### config.mk
export PLATFORM = sky130hd
export DESIGN_NAME = object_motion
export DESIGN_NICKNAME = d
export VERILOG_FILES = /design/src/rtl/motion_pkg.sv /design/src/rtl/axis_integrator.sv /design/src/rtl/object_motion.sv
export SDC_FILE = /design/constraint.sdc
export NUM_CORES = 1
export LEC_CHECK = 0
export ABC_CLOCK_PERIOD_IN_PS = 6550
export BUFFER_PORTS_ARGS = -buffer_cell sky130_fd_sc_hd__buf_2
export CAP_MARGIN = 20
export CORE_AREA = 2 2 131 133
export CTS_BUF_LIST = sky130_fd_sc_hd__clkbuf_4 sky130_fd_sc_hd__clkbuf_8
export DETAILED_ROUTE_END_ITERATION = 7
export DIE_AREA = 0 0 133 135
export PLACE_DENSITY = 0.54
export SETUP_SLACK_MARGIN = 0.1
export SYNTH_ARGS = -nofsm -noshare
export SYNTH_HDL_FRONTEND = slang
export SYNTH_HIERARCHICAL = 1
export SYNTH_SLANG_ARGS = --single-unit
### constraint.sdc
create_clock -name clk -period 6.55 [get_ports clk]
set_input_delay 0.655 -clock clk [delete_from_list [all_inputs] [get_ports clk]]
set_output_delay 0.655 -clock clk [all_outputs]
set_load 0.005 [all_outputs]
### src/rtl/motion_pkg.sv
// ============================================================================
// motion_pkg
// ----------------------------------------------------------------------------
// Shared definitions for the object motion stage: FSM state encoding, screen
// geometry, coordinate widths and a signed saturation helper.
// Revision: 1.0
// ============================================================================
`default_nettype none

package motion_pkg;

    typedef enum logic [1:0] {
        IDLE   = 2'd0,
        ERASE  = 2'd1,
        UPDATE = 2'd2,
        DRAW   = 2'd3
    } state_t;

    localparam int SCREEN_W = 160;
    localparam int SCREEN_H = 120;
    localparam int OBJ_SIZE = 4;

    // Coordinate register widths (x covers 0..255, y covers 0..127)
    localparam int X_W = 8;
    localparam int Y_W = 7;

    // Clamp v into [-lim, +lim]
    function automatic int sat(input int v, input int lim);
        if (v > lim) begin
            return lim;
        end
        if (v < -lim) begin
            return -lim;
        end
        return v;
    endfunction

endpackage

`default_nettype wire

### src/rtl/axis_integrator.sv
// ============================================================================
// axis_integrator
// ----------------------------------------------------------------------------
// Single-axis motion step, purely combinational. Adds the pending impulse to
// the velocity (saturating), optionally applies one step of friction, then
// integrates position and reflects off the 0 / MAX edges.
//
// Ports:
//   pos     in   W      current position (unsigned)
//   vel     in   V_W    current velocity (signed)
//   acc     in   V_W    accumulated impulse (signed)
//   fric    in   1      move velocity one step toward zero this update
//   new_pos out  W      updated position
//   new_vel out  V_W    updated velocity (negated on bounce)
//   bounce  out  1      an edge reflection happened on this axis
// Revision: 1.0
// ============================================================================
`default_nettype none

module axis_integrator
    import motion_pkg::*;
#(
    parameter int MAX  = 156,
    parameter int W    = 8,
    parameter int V_W  = 5,
    parameter int VMAX = 12
) (
    input  logic [W-1:0]          pos,
    input  logic signed [V_W-1:0] vel,
    input  logic signed [V_W-1:0] acc,
    input  logic                  fric,
    output logic [W-1:0]          new_pos,
    output logic signed [V_W-1:0] new_vel,
    output logic                  bounce
);

    // Two extra bits hold both the negative overshoot and up to 2*MAX
    localparam logic signed [W+1:0] MAX_S = (W+2)'(MAX);

    int                  v_sum;
    logic signed [W+1:0] v_ext;
    logic signed [W+1:0] nxt;
    logic signed [W+1:0] refl;

    always_comb begin
        v_sum = sat(int'(vel) + int'(acc), VMAX);
        if (fric && (v_sum > 0)) begin
            v_sum = v_sum - 1;
        end else if (fric && (v_sum < 0)) begin
            v_sum = v_sum + 1;
        end

        v_ext   = (W+2)'(v_sum);
        nxt     = $signed({2'b00, pos}) + v_ext;
        refl    = nxt;
        new_vel = V_W'(v_sum);
        bounce  = 1'b0;

        // Landing exactly on 0 or MAX is a legal position, not a bounce
        if (nxt < 0) begin
            refl    = -nxt;
            new_vel = V_W'(-v_sum);
            bounce  = 1'b1;
        end else if (nxt > MAX_S) begin
            refl    = MAX_S + MAX_S - nxt;
            new_vel = V_W'(-v_sum);
            bounce  = 1'b1;
        end

        new_pos = W'(refl);
    end

endmodule

`default_nettype wire

### src/rtl/object_motion.sv
// ============================================================================
// object_motion
// ----------------------------------------------------------------------------
// Per-frame motion stage for one square object. Each frame tick issues an
// erase request at the old position, updates velocity/position with edge
// bounce, then issues a draw request at the new position over valid/ready.
//
// Optional feature macro: FRICTION_EN
//   defined   -> every FRICTION_PERIOD-th update moves each velocity
//                component one step toward zero
//   undefined -> velocity changes only by impulse and bounce
//
// Ports:
//   clk          in   1    system clock
//   reset        in   1    asynchronous active-low reset
//   frame_tick   in   1    one-cycle frame pulse
//   push_valid   in   1    impulse strobe
//   push_dx/dy   in   V_W  signed impulse
//   draw_ready   in   1    drawing stage accepts the request
//   draw_valid   out  1    request pending
//   draw_x       out  8    request x (top-left)
//   draw_y       out  7    request y (top-left)
//   draw_erase   out  1    1 = background, 0 = object
//   busy         out  1    FSM not idle
//   overrun      out  1    sticky: tick dropped while one was pending
//   bounce_count out  8    wrapping bounce counter
// Revision: 1.0
// ============================================================================
`default_nettype none

module object_motion
    import motion_pkg::*;
#(
    parameter int SCREEN_W        = 160,
    parameter int SCREEN_H        = 120,
    parameter int OBJ_SIZE        = 4,
    parameter int V_W             = 5,
    parameter int VMAX            = 12,
    parameter int INIT_X          = 78,
    parameter int INIT_Y          = 58,
    parameter int FRICTION_PERIOD = 8
) (
    input  logic                  clk,
    input  logic                  reset,
    input  logic                  frame_tick,
    input  logic                  push_valid,
    input  logic signed [V_W-1:0] push_dx,
    input  logic signed [V_W-1:0] push_dy,
    input  logic                  draw_ready,
    output logic                  draw_valid,
    output logic [X_W-1:0]        draw_x,
    output logic [Y_W-1:0]        draw_y,
    output logic                  draw_erase,
    output logic                  busy,
    output logic                  overrun,
    output logic [7:0]            bounce_count
);

    state_t                state;
    state_t                state_next;
    logic [X_W-1:0]        pos_x;
    logic [Y_W-1:0]        pos_y;
    logic signed [V_W-1:0] vel_x;
    logic signed [V_W-1:0] vel_y;
    logic signed [V_W-1:0] acc_x;
    logic signed [V_W-1:0] acc_y;
    logic                  tick_pending;

    logic [X_W-1:0]        new_x;
    logic [Y_W-1:0]        new_y;
    logic signed [V_W-1:0] new_vx;
    logic signed [V_W-1:0] new_vy;
    logic                  bounce_x;
    logic                  bounce_y;
    logic                  fric_now;

    // ------------------------------------------------------------------
    // Friction scheduling
    // ------------------------------------------------------------------
`ifdef FRICTION_EN
    logic [$clog2(FRICTION_PERIOD+1)-1:0] fric_cnt;

    assign fric_now = (state == UPDATE) && (int'(fric_cnt) == FRICTION_PERIOD - 1);

    always_ff @(posedge clk or negedge reset) begin
        if (!reset) begin
            fric_cnt <= '0;
        end else if (state == UPDATE) begin
            fric_cnt <= fric_now ? '0 : fric_cnt + 1'b1;
        end
    end
`else
    assign fric_now = 1'b0;
`endif

    // ------------------------------------------------------------------
    // Per-axis arithmetic
    // ------------------------------------------------------------------
    axis_integrator #(
        .MAX  (SCREEN_W - OBJ_SIZE),
        .W    (X_W),
        .V_W  (V_W),
        .VMAX (VMAX)
    ) u_axis_x (
        .pos     (pos_x),
        .vel     (vel_x),
        .acc     (acc_x),
        .fric    (fric_now),
        .new_pos (new_x),
        .new_vel (new_vx),
        .bounce  (bounce_x)
    );

    axis_integrator #(
        .MAX  (SCREEN_H - OBJ_SIZE),
        .W    (Y_W),
        .V_W  (V_W),
        .VMAX (VMAX)
    ) u_axis_y (
        .pos     (pos_y),
        .vel     (vel_y),
        .acc     (acc_y),
        .fric    (fric_now),
        .new_pos (new_y),
        .new_vel (new_vy),
        .bounce  (bounce_y)
    );

    // ------------------------------------------------------------------
    // FSM state register
    // ------------------------------------------------------------------
    always_ff @(posedge clk or negedge reset) begin
        if (!reset) begin
            state <= IDLE;
        end else begin
            state <= state_next;
        end
    end

    // ------------------------------------------------------------------
    // FSM next state and request outputs
    // ------------------------------------------------------------------
    always_comb begin
        state_next = state;
        draw_valid = 1'b0;
        draw_erase = 1'b0;
        draw_x     = '0;
        draw_y     = '0;
        case (state)
            IDLE: begin
                if (frame_tick || tick_pending) begin
                    state_next = ERASE;
                end
            end
            ERASE: begin
                draw_valid = 1'b1;
                draw_erase = 1'b1;
                draw_x     = pos_x;
                draw_y     = pos_y;
                if (draw_ready) begin
                    state_next = UPDATE;
                end
            end
            UPDATE: begin
                state_next = DRAW;
            end
            DRAW: begin
                draw_valid = 1'b1;
                draw_x     = pos_x;
                draw_y     = pos_y;
                if (draw_ready) begin
                    state_next = IDLE;
                end
            end
            default: begin
                state_next = IDLE;
            end
        endcase
    end

    assign busy = (state != IDLE);

    // ------------------------------------------------------------------
    // Tick bookkeeping. In IDLE a pending tick is consumed, and a tick
    // landing in that same cycle becomes the next pending one. Outside
    // IDLE a second waiting tick is dropped and flagged.
    // ------------------------------------------------------------------
    always_ff @(posedge clk or negedge reset) begin
        if (!reset) begin
            tick_pending <= 1'b0;
            overrun      <= 1'b0;
        end else if (state == IDLE) begin
            if (tick_pending) begin
                tick_pending <= frame_tick;
            end
        end else if (frame_tick) begin
            if (tick_pending) begin
                overrun <= 1'b1;
            end else begin
                tick_pending <= 1'b1;
            end
        end
    end

    // ------------------------------------------------------------------
    // Impulse accumulation; a push during UPDATE seeds the freshly
    // cleared accumulator so it applies on the following frame.
    // ------------------------------------------------------------------
    always_ff @(posedge clk or negedge reset) begin
        if (!reset) begin
            acc_x <= '0;
            acc_y <= '0;
        end else if (state == UPDATE) begin
            acc_x <= push_valid ? V_W'(sat(int'(push_dx), VMAX)) : '0;
            acc_y <= push_valid ? V_W'(sat(int'(push_dy), VMAX)) : '0;
        end else if (push_valid) begin
            acc_x <= V_W'(sat(int'(acc_x) + int'(push_dx), VMAX));
            acc_y <= V_W'(sat(int'(acc_y) + int'(push_dy), VMAX));
        end
    end

    // ------------------------------------------------------------------
    // Motion state
    // ------------------------------------------------------------------
    always_ff @(posedge clk or negedge reset) begin
        if (!reset) begin
            pos_x        <= X_W'(INIT_X);
            pos_y        <= Y_W'(INIT_Y);
            vel_x        <= '0;
            vel_y        <= '0;
            bounce_count <= '0;
        end else if (state == UPDATE) begin
            pos_x        <= new_x;
            pos_y        <= new_y;
            vel_x        <= new_vx;
            vel_y        <= new_vy;
            bounce_count <= bounce_count + {7'd0, bounce_x} + {7'd0, bounce_y};
        end
    end

endmodule

`default_nettype wire
Yosys cells after proc, flatten, opt, wreduce, memory -nomap -nowiden
Cells that the tools add are included.

word-level totals
  flip-flop bits (word level) = 47

operators by class
  multiplexer cells = 83
  reductions and logical operators = 8
  $add $sub $neg = 14
  equality and inequality tests = 6
  magnitude comparators = 16
  bitwise logic cells = 1

operators by type and width
  cell                 number
  $mux 5               22
  $mux 1               39
  $mux 10              3
  $mux 9               3
  $add 5x5->6          4
  $gt 6x5->1 const B   4
  $lt 6x5->1 const B   4
  $mux 4               6
  $mux 8               3
  $mux 7               3
  $add 8x1->8          2
  $add 9x10->10        1
  $gt 10x9->1 const B  1
  $gt 5x5->1 const B   2
  $lt 10x1->1 const B  1
  $lt 5x5->1 const B   2
  $neg 5->5            2
  $add 8x9->9          1
  $gt 9x8->1 const B   1
  $lt 9x1->1 const B   1
  $neg 8->8            1
  $pmux 2 s4           1
  $sub 7x8->8 const A  1
  $neg 7->7            1
  other kinds (11)     19

Depth between registers and ports, before layout
Gate-level depths: netlist of run 1.

  word-level depth = 12
  mapped depth = 31
  mapped depth without buffers = 30

Cells and area by module
Netlist of run 1, hierarchy kept.

by module, submodules not included
  module                       cells each  area each (um^2)  times used
  object_motion                263         2780.2            1
  axis_integrator at u_axis_y  214         1560.2            1
  axis_integrator at u_axis_x  181         1340.0            1

Worst setup path after synthesis of run 1
No wires, ideal clock.

  path type = register to register
  start = reg acc_y[0]
  end = reg bounce_count[1]
  slack = 1314 ps
  clock period less this slack = 5236 ps
  library setup time = 125 ps
  arrival = 5111 ps
  cell stages (with the launch flop) = 26
  path through = dfrtp_1 > ha_1 > inv_1 > fa_1 > and2b_4 > o21a_1 > xnor2_1 > o2111a_1 > a31oi_1 > xor2_1 > inv_1 > ha_1 > inv_1 > fa_1 > nand3b_1 > a21o_1 > and2_2 > or4_1 > a311oi_1 > buf_2 > inv_1 > inv_1 > fa_1 > inv_1 > ha_1 > mux2_2

on the way
  word-level cells in the longest chain between the ends = 11
  elaborated cells on any way between the ends = 16

ends and longest elaborated chain
  item                                             line                                RTL
  from (decl)                                      object_motion.sv:66                 logic signed [V_W-1:0] acc_y;
  from (signal assigned)                           object_motion.sv:215                acc_y <= push_valid ? V_W'(sat(int'(push_dy), VMAX)) : '0;
  from (signal assigned)                           object_motion.sv:218                acc_y <= V_W'(sat(int'(acc_y) + int'(push_dy), VMAX));
  $add 5x5->6 *                                    axis_integrator.sv:46               v_sum = sat(int'(vel) + int'(acc), VMAX);
  $lt 6x5->1 / $gt 6x5->1 (equally long branches)  motion_pkg.sv:32, motion_pkg.sv:29
  $mux 1 / $mux 4 (equally long branches)          motion_pkg.sv:32, motion_pkg.sv:29
  $mux 1 / $mux 9 (equally long branches)          motion_pkg.sv:32                    if (v < -lim) begin
  $mux 9                                           motion_pkg.sv:35                    return v;
  $mux 9 *                                         motion_pkg.sv:32
  $add 8x9->9 *                                    axis_integrator.sv:54               nxt = $signed({2'b00, pos}) + v_ext;
  $gt 9x8->1                                       axis_integrator.sv:64               end else if (nxt > MAX_S) begin
  $mux 1                                           axis_integrator.sv:64
  $mux 1 *                                         axis_integrator.sv:60               if (nxt < 0) begin
  named net bounce_y                               object_motion.sv:74                 logic bounce_y;
  $add 8x1->8 *                                    object_motion.sv:237                bounce_count <= bounce_count + {7'd0, bounce_x} + {7'd0, bounce_y};
  to (signal assigned)                             object_motion.sv:237
  to (decl)                                        object_motion.sv:56                 output logic [7:0] bounce_count

Mark *: on every way through the listed nets, which the timed path passes. The rest lies on a longest branch. The select of a mux whose other input is x is not followed.
A chain may end at the register's enable or synchronous reset.

Worst setup path in the final report of run 1
  start = reg acc_x[0]
  end = reg bounce_count[1]

on the way
  word-level cells in the longest chain between the ends = 12
  elaborated cells on any way between the ends = 17

ends and longest elaborated chain
  item                                             line                                RTL
  from (decl)                                      object_motion.sv:65                 logic signed [V_W-1:0] acc_x;
  from (signal assigned)                           object_motion.sv:214                acc_x <= push_valid ? V_W'(sat(int'(push_dx), VMAX)) : '0;
  from (signal assigned)                           object_motion.sv:217                acc_x <= V_W'(sat(int'(acc_x) + int'(push_dx), VMAX));
  $add 5x5->6 *                                    axis_integrator.sv:46
  $lt 6x5->1 / $gt 6x5->1 (equally long branches)  motion_pkg.sv:32, motion_pkg.sv:29
  $mux 1 / $mux 4 (equally long branches)          motion_pkg.sv:32, motion_pkg.sv:29
  $mux 1 / $mux 10 (equally long branches)         motion_pkg.sv:32
  $mux 10                                          motion_pkg.sv:35
  $mux 10 *                                        motion_pkg.sv:32
  $add 9x10->10 *                                  axis_integrator.sv:54
  $gt 10x9->1                                      axis_integrator.sv:64
  $mux 1                                           axis_integrator.sv:64
  $mux 1 *                                         axis_integrator.sv:60
  named net bounce_x                               object_motion.sv:73                 logic bounce_x;
  $add 8x1->8 * (2 in a row)                       object_motion.sv:237

Marked as above.

==> impl_metrics.csv, run 1 <==
group,metric,value,unit
yosys,synth_top_area_share,17.2,%
cells_and_area,n_antenna_cell,0,
global_route,grt_pass1_vias,4868,
global_route,grt_max_degree,48,
drt,drc,0,
place,place_hpwl,11300,um
floorplan,core,16400,sq um
yosys,yosysMostFrequentCell,"ha_1",
drt,avgRoutedWirePerCell,15.2,um
yosys,postSynthCellCount,658,
drt,via_count,5026,
clocking,cts.sinks,47,
worst_setup_path,r2r_setup_slack,680,ps
sta,min_period_over_period,89.6,%
sta,setup_viol,0,
drt,postRouteWirelength,14000,um
global_route,antenna_found_initial,0,
yosys,netlist_area,5680,sq um
clocking,postCtsSetupRepairBufs,0,
floorplan,pin_count,42,
clocking,holdBufCountCts,0,
floorplan,die_w,133,um
worst_setup_path,worstPathMaxFanout,8,
worst_setup_path,endpoint_kind,"flip-flop",
job,drv_cap,0,
outcome,outcome,"finished, final reports clean",
global_route,grt_pass1_wl,23300,um
worst_setup_path,worstSetupStartpointType,"flip-flop",
global_route,grt_overflow,0,
worst_setup_path,required,6750,ps
floorplan,start_util,34.6,%
cells_and_area,drive_gt1_share,19.7,%
cells_and_area,finalNetCount,772,
sta,finalHoldViolations,0,
place,portBuffers,41,
yosys,ys_top_cells_by_area,"dfrtp_1 (17%), ha_1 (11%), mux2_2 (5.6%)",
yosys,ys_seq_area_share,20.9,%
floorplan,die_y,135,um
drt,viasPerCell,5.47,
sta,relSlewSlack,52.1,%
clocking,cts_inserted_buffers,5,
yosys,synthTopCellsByCount,"ha_1 (52), nor2_1 (51), inv_1 (43), dfrtp_1 (39), nand2_1 (37)",
clocking,cts_buffer_depth,2,
sta,worstMarginPinSlew,715,ps
floorplan,rows,47,
worst_setup_path,arrival,6070,ps
clocking,h-tree-depth,2,
drt,drtAntennaViolNets,0,
yosys,yosys.area.top_type,"dfrtp_1",
cells_and_area,multi_input_area,4240,sq um
clocking,clk_pin_slew,90,ps
global_route,grtUsageTotal,15.6,%
place,gp_congestion,0.861,
worst_setup_path,crit_type,"reg2reg",
worst_hold_path,hold_class,"in2async",
drt,drt-pass1-iter-count,4,
sta,grt_setup_unrepaired,"no",
sta,final_max_slew_viol_count,0,
sta,timing.fmax,170,MHz
sta,fin_skew,6.94,ps
cells_and_area,nFillCells,1686,
cells_and_area,syn2layout_area_growth,9.34,%
yosys,synth_area_per_cell,8.63,sq um
yosys,synth_edf_count,0,
yosys,synth_flop_cell,"dfrtp_1",
clocking,clk_latency,310,ps
worst_setup_path,rr_worst_depth,23,
yosys,yosysWarnings,6,
floorplan,die-area,18000,sq um
clocking,cts-root-buf,"clkbuf_8",
cells_and_area,final-seq-area,1190,sq um
yosys,synth-seq-cells,47,
yosys,async_reset_ff_share,100,%
clocking,cts_tree,"built",
yosys,ys_types,100,
clocking,cts_resized,0,
sta,tns,0,ps
sta,post-route-min-period,5870,ps
drt,drt-initial-drc-count,226,
==> path summary, 6_finish.rpt <==
check | start | to
max reg2reg | acc_x[0] | bounce_count[1]
min reg2reg | overrun | overrun
min in group clk | overrun | overrun
max | acc_x[0] | bounce_count[1]
max in group asynchronous | reset | bounce_count[2]
min | reset | pos_x[4]
==> worst max-delay path: stages, from the launching register on <==
cell and delay [ps]:
dfrtp_1 400, ha_1 180, inv_1 50, fa_1 360, nand2b_1 200, a21oi_1 240, xnor2_1 350, a211oi_4 110
o32ai_1 300, a31oi_1 130, ha_1 270, fa_1 410, a211oi_1 440, nor2_1 110, xor2_1 320, and2_1 230
a211oi_1 100, o211a_4 290, nand3_1 230, inv_1 100, fa_1 410, inv_1 70, ha_1 210, mux2_2 260
==> layout by cell type, fill, tap and decap left out, types with 5 or more instances in the layout <==
| master | count |
|---|---|
| nor2_1 | 51 |
| ha_1 | 51 |
| inv_1 | 43 |
| buf_2 | 41 |
| dfrtp_1 | 39 |
| nand2_1 | 37 |
| a21oi_1 | 30 |
| o21ai_0 | 29 |
| mux2_2 | 28 |
| xnor2_1 | 26 |
| xor2_1 | 20 |
| nand3_1 | 20 |
| nor2b_1 | 19 |
| a211oi_1 | 13 |
| o21a_1 | 10 |
| nor3_1 | 9 |
| mux2i_1 | 9 |
| a21o_1 | 8 |
| and3_1 | 8 |
| dfstp_2 | 8 |
| a31oi_1 | 8 |
| or3_1 | 7 |
| o2111ai_1 | 7 |
| o31ai_1 | 7 |
| o21bai_1 | 7 |
| fa_1 | 7 |
| o211ai_1 | 6 |
| clkbuf_8 | 6 |
| conb_1 | 6 |
| and2_1 | 6 |
| a32oi_1 | 5 |
| buf_4 | 5 |
==> registers in the layout (all words and copies together), names as in the netlist <==
register,cells
acc_x,5
acc_y,5
vel_x,5
overrun,1
state,2
pos_y,7
bounce_count,8
pos_x,8
tick_pending,1
vel_y,5
==> layout make-up <==
type	count	share of cell area [%]
clock inverter	2	0.262
timing repair buffer	46	3.91
multi-input combinational	553	68.3
clock buffer	6	1.33
inverter	45	2.72
sequential	47	19.1
tap	220	4.43
==> routing by layer <==
metal	part of all wire, %	up-vias	global-route usage (%)
met2	49	104	27.8
met3	3.0	20	1.80
li1	-	2507	-
met1	46	2395	19.7
met5	0	-	0
met4	1.9	0	4.84
==> through the flow <==
| stage | hold WS [ps] | util (%) | instances | area (sq um) | setup slack (ps) |
|---|---|---|---|---|---|
| after floorplan | 359 | - | 663 | 5700 | 1310 |
| after global placement | 454 | 37.3 | 911 | 6110 | 736 |
| after detailed placement | 463 | 37.3 | 911 | 6110 | 669 |
| after CTS | 454 | 37.9 | 919 | 6210 | 644 |
| after global routing | 463 | 37.9 | 919 | 6210 | 158 |
| final | 414 | 37.9 | 919 | 6210 | 678 |
==> logic make-up after synthesis <==
family	after synthesis	share of synthesized area, %
compound gates	192	25.1
xor+xnor	47	7.38
fa+ha+maj	59	13.9
buf+inv	63	4.87
flops	47	20.9
mux	38	7.33
other cells	1	0.0660
simple gates	211	20.5
Power of run 1 is left out: the tool's default activity adds up to more than one toggle a clock period on the data nets, which glitch-free logic cannot reach.
==> inputs of run 2 (changes only) <==
--- a/config.mk
+++ b/config.mk
@@ -5,6 +5,7 @@
 export SDC_FILE = /design/constraint.sdc
 export NUM_CORES = 1
 export LEC_CHECK = 0
+export ABC_AREA = 1
 export ABC_CLOCK_PERIOD_IN_PS = 6550
 export BUFFER_PORTS_ARGS = -buffer_cell sky130_fd_sc_hd__buf_2
 export CAP_MARGIN = 20
==> run 2 against run 1 <==
Against the previous run:
- die area is the same
- clock skew rose by 7.1 ps
- core utilization is 0.076 points lower
- synthesized area shrank 0.44%
- clock-buffer cell count is 1 lower
- maximum frequency rose by 1.1%
- first-iteration DRC count fell by 2.2%
- global-route usage down 0.71 points
- critical path depth rose by 7
- sequential share of layout area barely moved
- routed wire length down 9.1%
- largest cell class unchanged
- critical path type unchanged
- cell count up 22%
==> impl_metrics.csv, run 2 <==
group,metric,value,unit
outcome,outcome,"finished, final reports clean",
drt,avgRoutedWirePerCell,11.4,um
cells_and_area,syn2layout_area_growth,9.60,%
worst_setup_path,worstSetupStartpointType,"flip-flop",
floorplan,die-area,18000,sq um
worst_setup_path,arrival,6020,ps
sta,worstMarginPinSlew,1020,ps
cells_and_area,finalNetCount,972,
drt,via_count,5106,
yosys,yosysWarnings,6,
worst_setup_path,endpoint_kind,"flip-flop",
place,place_hpwl,10300,um
cells_and_area,n_antenna_cell,0,
clocking,holdBufCountCts,0,
worst_hold_path,hold_class,"in2async",
sta,timing.fmax,172,MHz
floorplan,die_y,135,um
worst_setup_path,worst-path-buf-inv,5,
worst_setup_path,worstPathMaxFanout,13,
worst_setup_path,critPathSlowestCell,"fa_1",
yosys,postSynthCellCount,852,
drt,postRouteWirelength,12700,um
yosys,synth_area_per_cell,6.64,sq um
yosys,synthTopCellsByCount,"nand2_1 (249), inv_1 (136), nand3_1 (72), nor2_1 (54), ha_1 (52)",
global_route,grtUsageTotal,14.9,%
sta,relSlewSlack,31.7,%
yosys,synth_top_area_share,17.3,%
worst_setup_path,r2r_setup_slack,740,ps
drt,drc,0,
sta,final_max_slew_viol_count,0,
yosys,synth_edf_count,0,
sta,tns,0,ps
yosys,ys_seq_area_share,21.0,%
clocking,cts_inserted_buffers,5,
sta,fin_skew,14.0,ps
global_route,antenna_found_initial,0,
yosys,ys_top_cells_by_area,"dfrtp_1 (17%), nand2_1 (17%), ha_1 (12%)",
sta,setup_viol,0,
floorplan,pin_count,42,
clocking,cts.sinks,47,
worst_setup_path,rr_worst_depth,30,
worst_setup_path,r2r-end,"bounce_count[6]",
sta,post-route-min-period,5810,ps
worst_setup_path,worstSetupPathDepth,30,
clocking,clk_pin_slew,110,ps
floorplan,rows,47,
clocking,cts_resized,0,
place,gp_congestion,0.824,
global_route,grt_pass1_vias,4778,
clocking,cts_tree,"built",
job,drv_cap,0,
drt,drt-initial-drc-count,221,
yosys,async_reset_ff_share,100,%
sta,min_period_over_period,88.6,%
worst_setup_path,r2r-start,"acc_y[0]",
yosys,netlist_area,5660,sq um
yosys,yosysMostFrequentCell,"nand2_1",
global_route,grt_pass1_wl,22400,um
place,placed_cells,1111,
yosys,synth-seq-cells,47,
sta,finalHoldViolations,0,
yosys,ys_types,51,
cells_and_area,drive_gt1_share,15.7,%
clocking,cts_buffer_depth,2,
worst_setup_path,crit_type,"reg2reg",
yosys,synth_flop_cell,"dfrtp_1",
floorplan,start_util,34.5,%
cells_and_area,stdcell_count,1119,
floorplan,core,16400,sq um
sta,grt_setup_unrepaired,"no",
clocking,cts-root-buf,"clkbuf_8",
drt,drtAntennaViolNets,0,
worst_setup_path,cpPeakStageDelay,430,ps
global_route,grt_overflow,0,
clocking,clk_latency,320,ps
place,portBuffers,41,
cells_and_area,final_cell_mix,"nand2_1 (249), inv_1 (136), nand3_1 (72)",
cells_and_area,final_common_cell,"nand2_1",
global_route,grt_max_degree,55,
clocking,postCtsSetupRepairBufs,0,
worst_setup_path,crit_family,"adder cells",
drt,viasPerCell,4.56,
clocking,h-tree-depth,2,
worst_setup_path,required,6770,ps
floorplan,die_w,133,um
cells_and_area,largestRegisters,"bounce_count x8, pos_x x8, pos_y x7",
drt,drt-pass1-iter-count,5,
yosys,yosys.area.top_type,"dfrtp_1",
## run 2: changes by cell type after synthesis, moves of 19 or more
cell / previous run / this run
nand2_1: 37 / 249
nand2_2: 1 / 30
nor2b_1: 19 / 0
mux2_2: 28 / 0
xnor2_1: 26 / 5
inv_1: 43 / 136
nand3_1: 20 / 72
## run 2: layout make-up
type,count,area (sq um)
multi-input combinational,652,3860
tap,220,275
fill,1776,10200
inverter,149,562
timing repair buffer,43,220
clock buffer,5,68.8
sequential,47,1190
clock inverter,3,22.5
## run 2: per-layer routing
metal | wire [um] | GRT usage, % | up-vias
li1 | - | - | 2772
met1 | 6370 | 20.3 | 2289
met2 | 6030 | 25.8 | 39
met3 | 243 | 1.50 | 6
met4 | 90 | 2.81 | 0
met5 | 0 | 0 | -
## run 2: worst register-to-register path, delay by kind of cell (launching register included)
family,cells,cell delay (ps)
DFF,1,380
AOI/OAI and AO/OA,4,860
and+or+nand+nor,12,1610
buffers and inverters,5,340
xor gates and xnor gates,3,790
adders and majority gates,6,1760
## run 2: cells by family (layout without fill, tap and decap cells)
logic type | count (synthesis) | count (layout) | synth area share (%)
flip-flops | 47 | 47 | 21.0
adder cells (fa/ha/maj) | 59 | 59 | 14.0
other | 1 | 9 | 0.0663
buffers and inverters | 161 | 200 | 11.3
XOR/XNOR | 30 | 30 | 4.91
AND/OR/NAND/NOR | 460 | 460 | 39.1
AO/OA/AOI/OAI | 94 | 94 | 9.69
## run 2: worst max-delay path by stage
stage | start | endpoint
2_1_floorplan | acc_y[0] | bounce_count[6]
3_3_place_gp | acc_y[0] | bounce_count[6]
3_5_place_dp | acc_y[0] | bounce_count[6]
4_1_cts | acc_y[0] | bounce_count[6]
5_1_grt | acc_y[0] | bounce_count[6]
6_report | acc_y[0] | bounce_count[6]
## run 2: per-stage QoR
| stage | utilization [%] | hold slack, ps | setup WS (ps) | instance area [sq um] |
|---|---|---|---|---|
| floorplan | - | 359 | 1490 | 5690 |
| global placement | 37.2 | 457 | 908 | 6110 |
| detailed placement | 37.2 | 462 | 721 | 6110 |
| CTS | 37.8 | 447 | 681 | 6200 |
| global route | 37.8 | 472 | 101 | 6200 |
| finish | 37.8 | 423 | 744 | 6200 |
Power of run 2 is left out for the same reason.
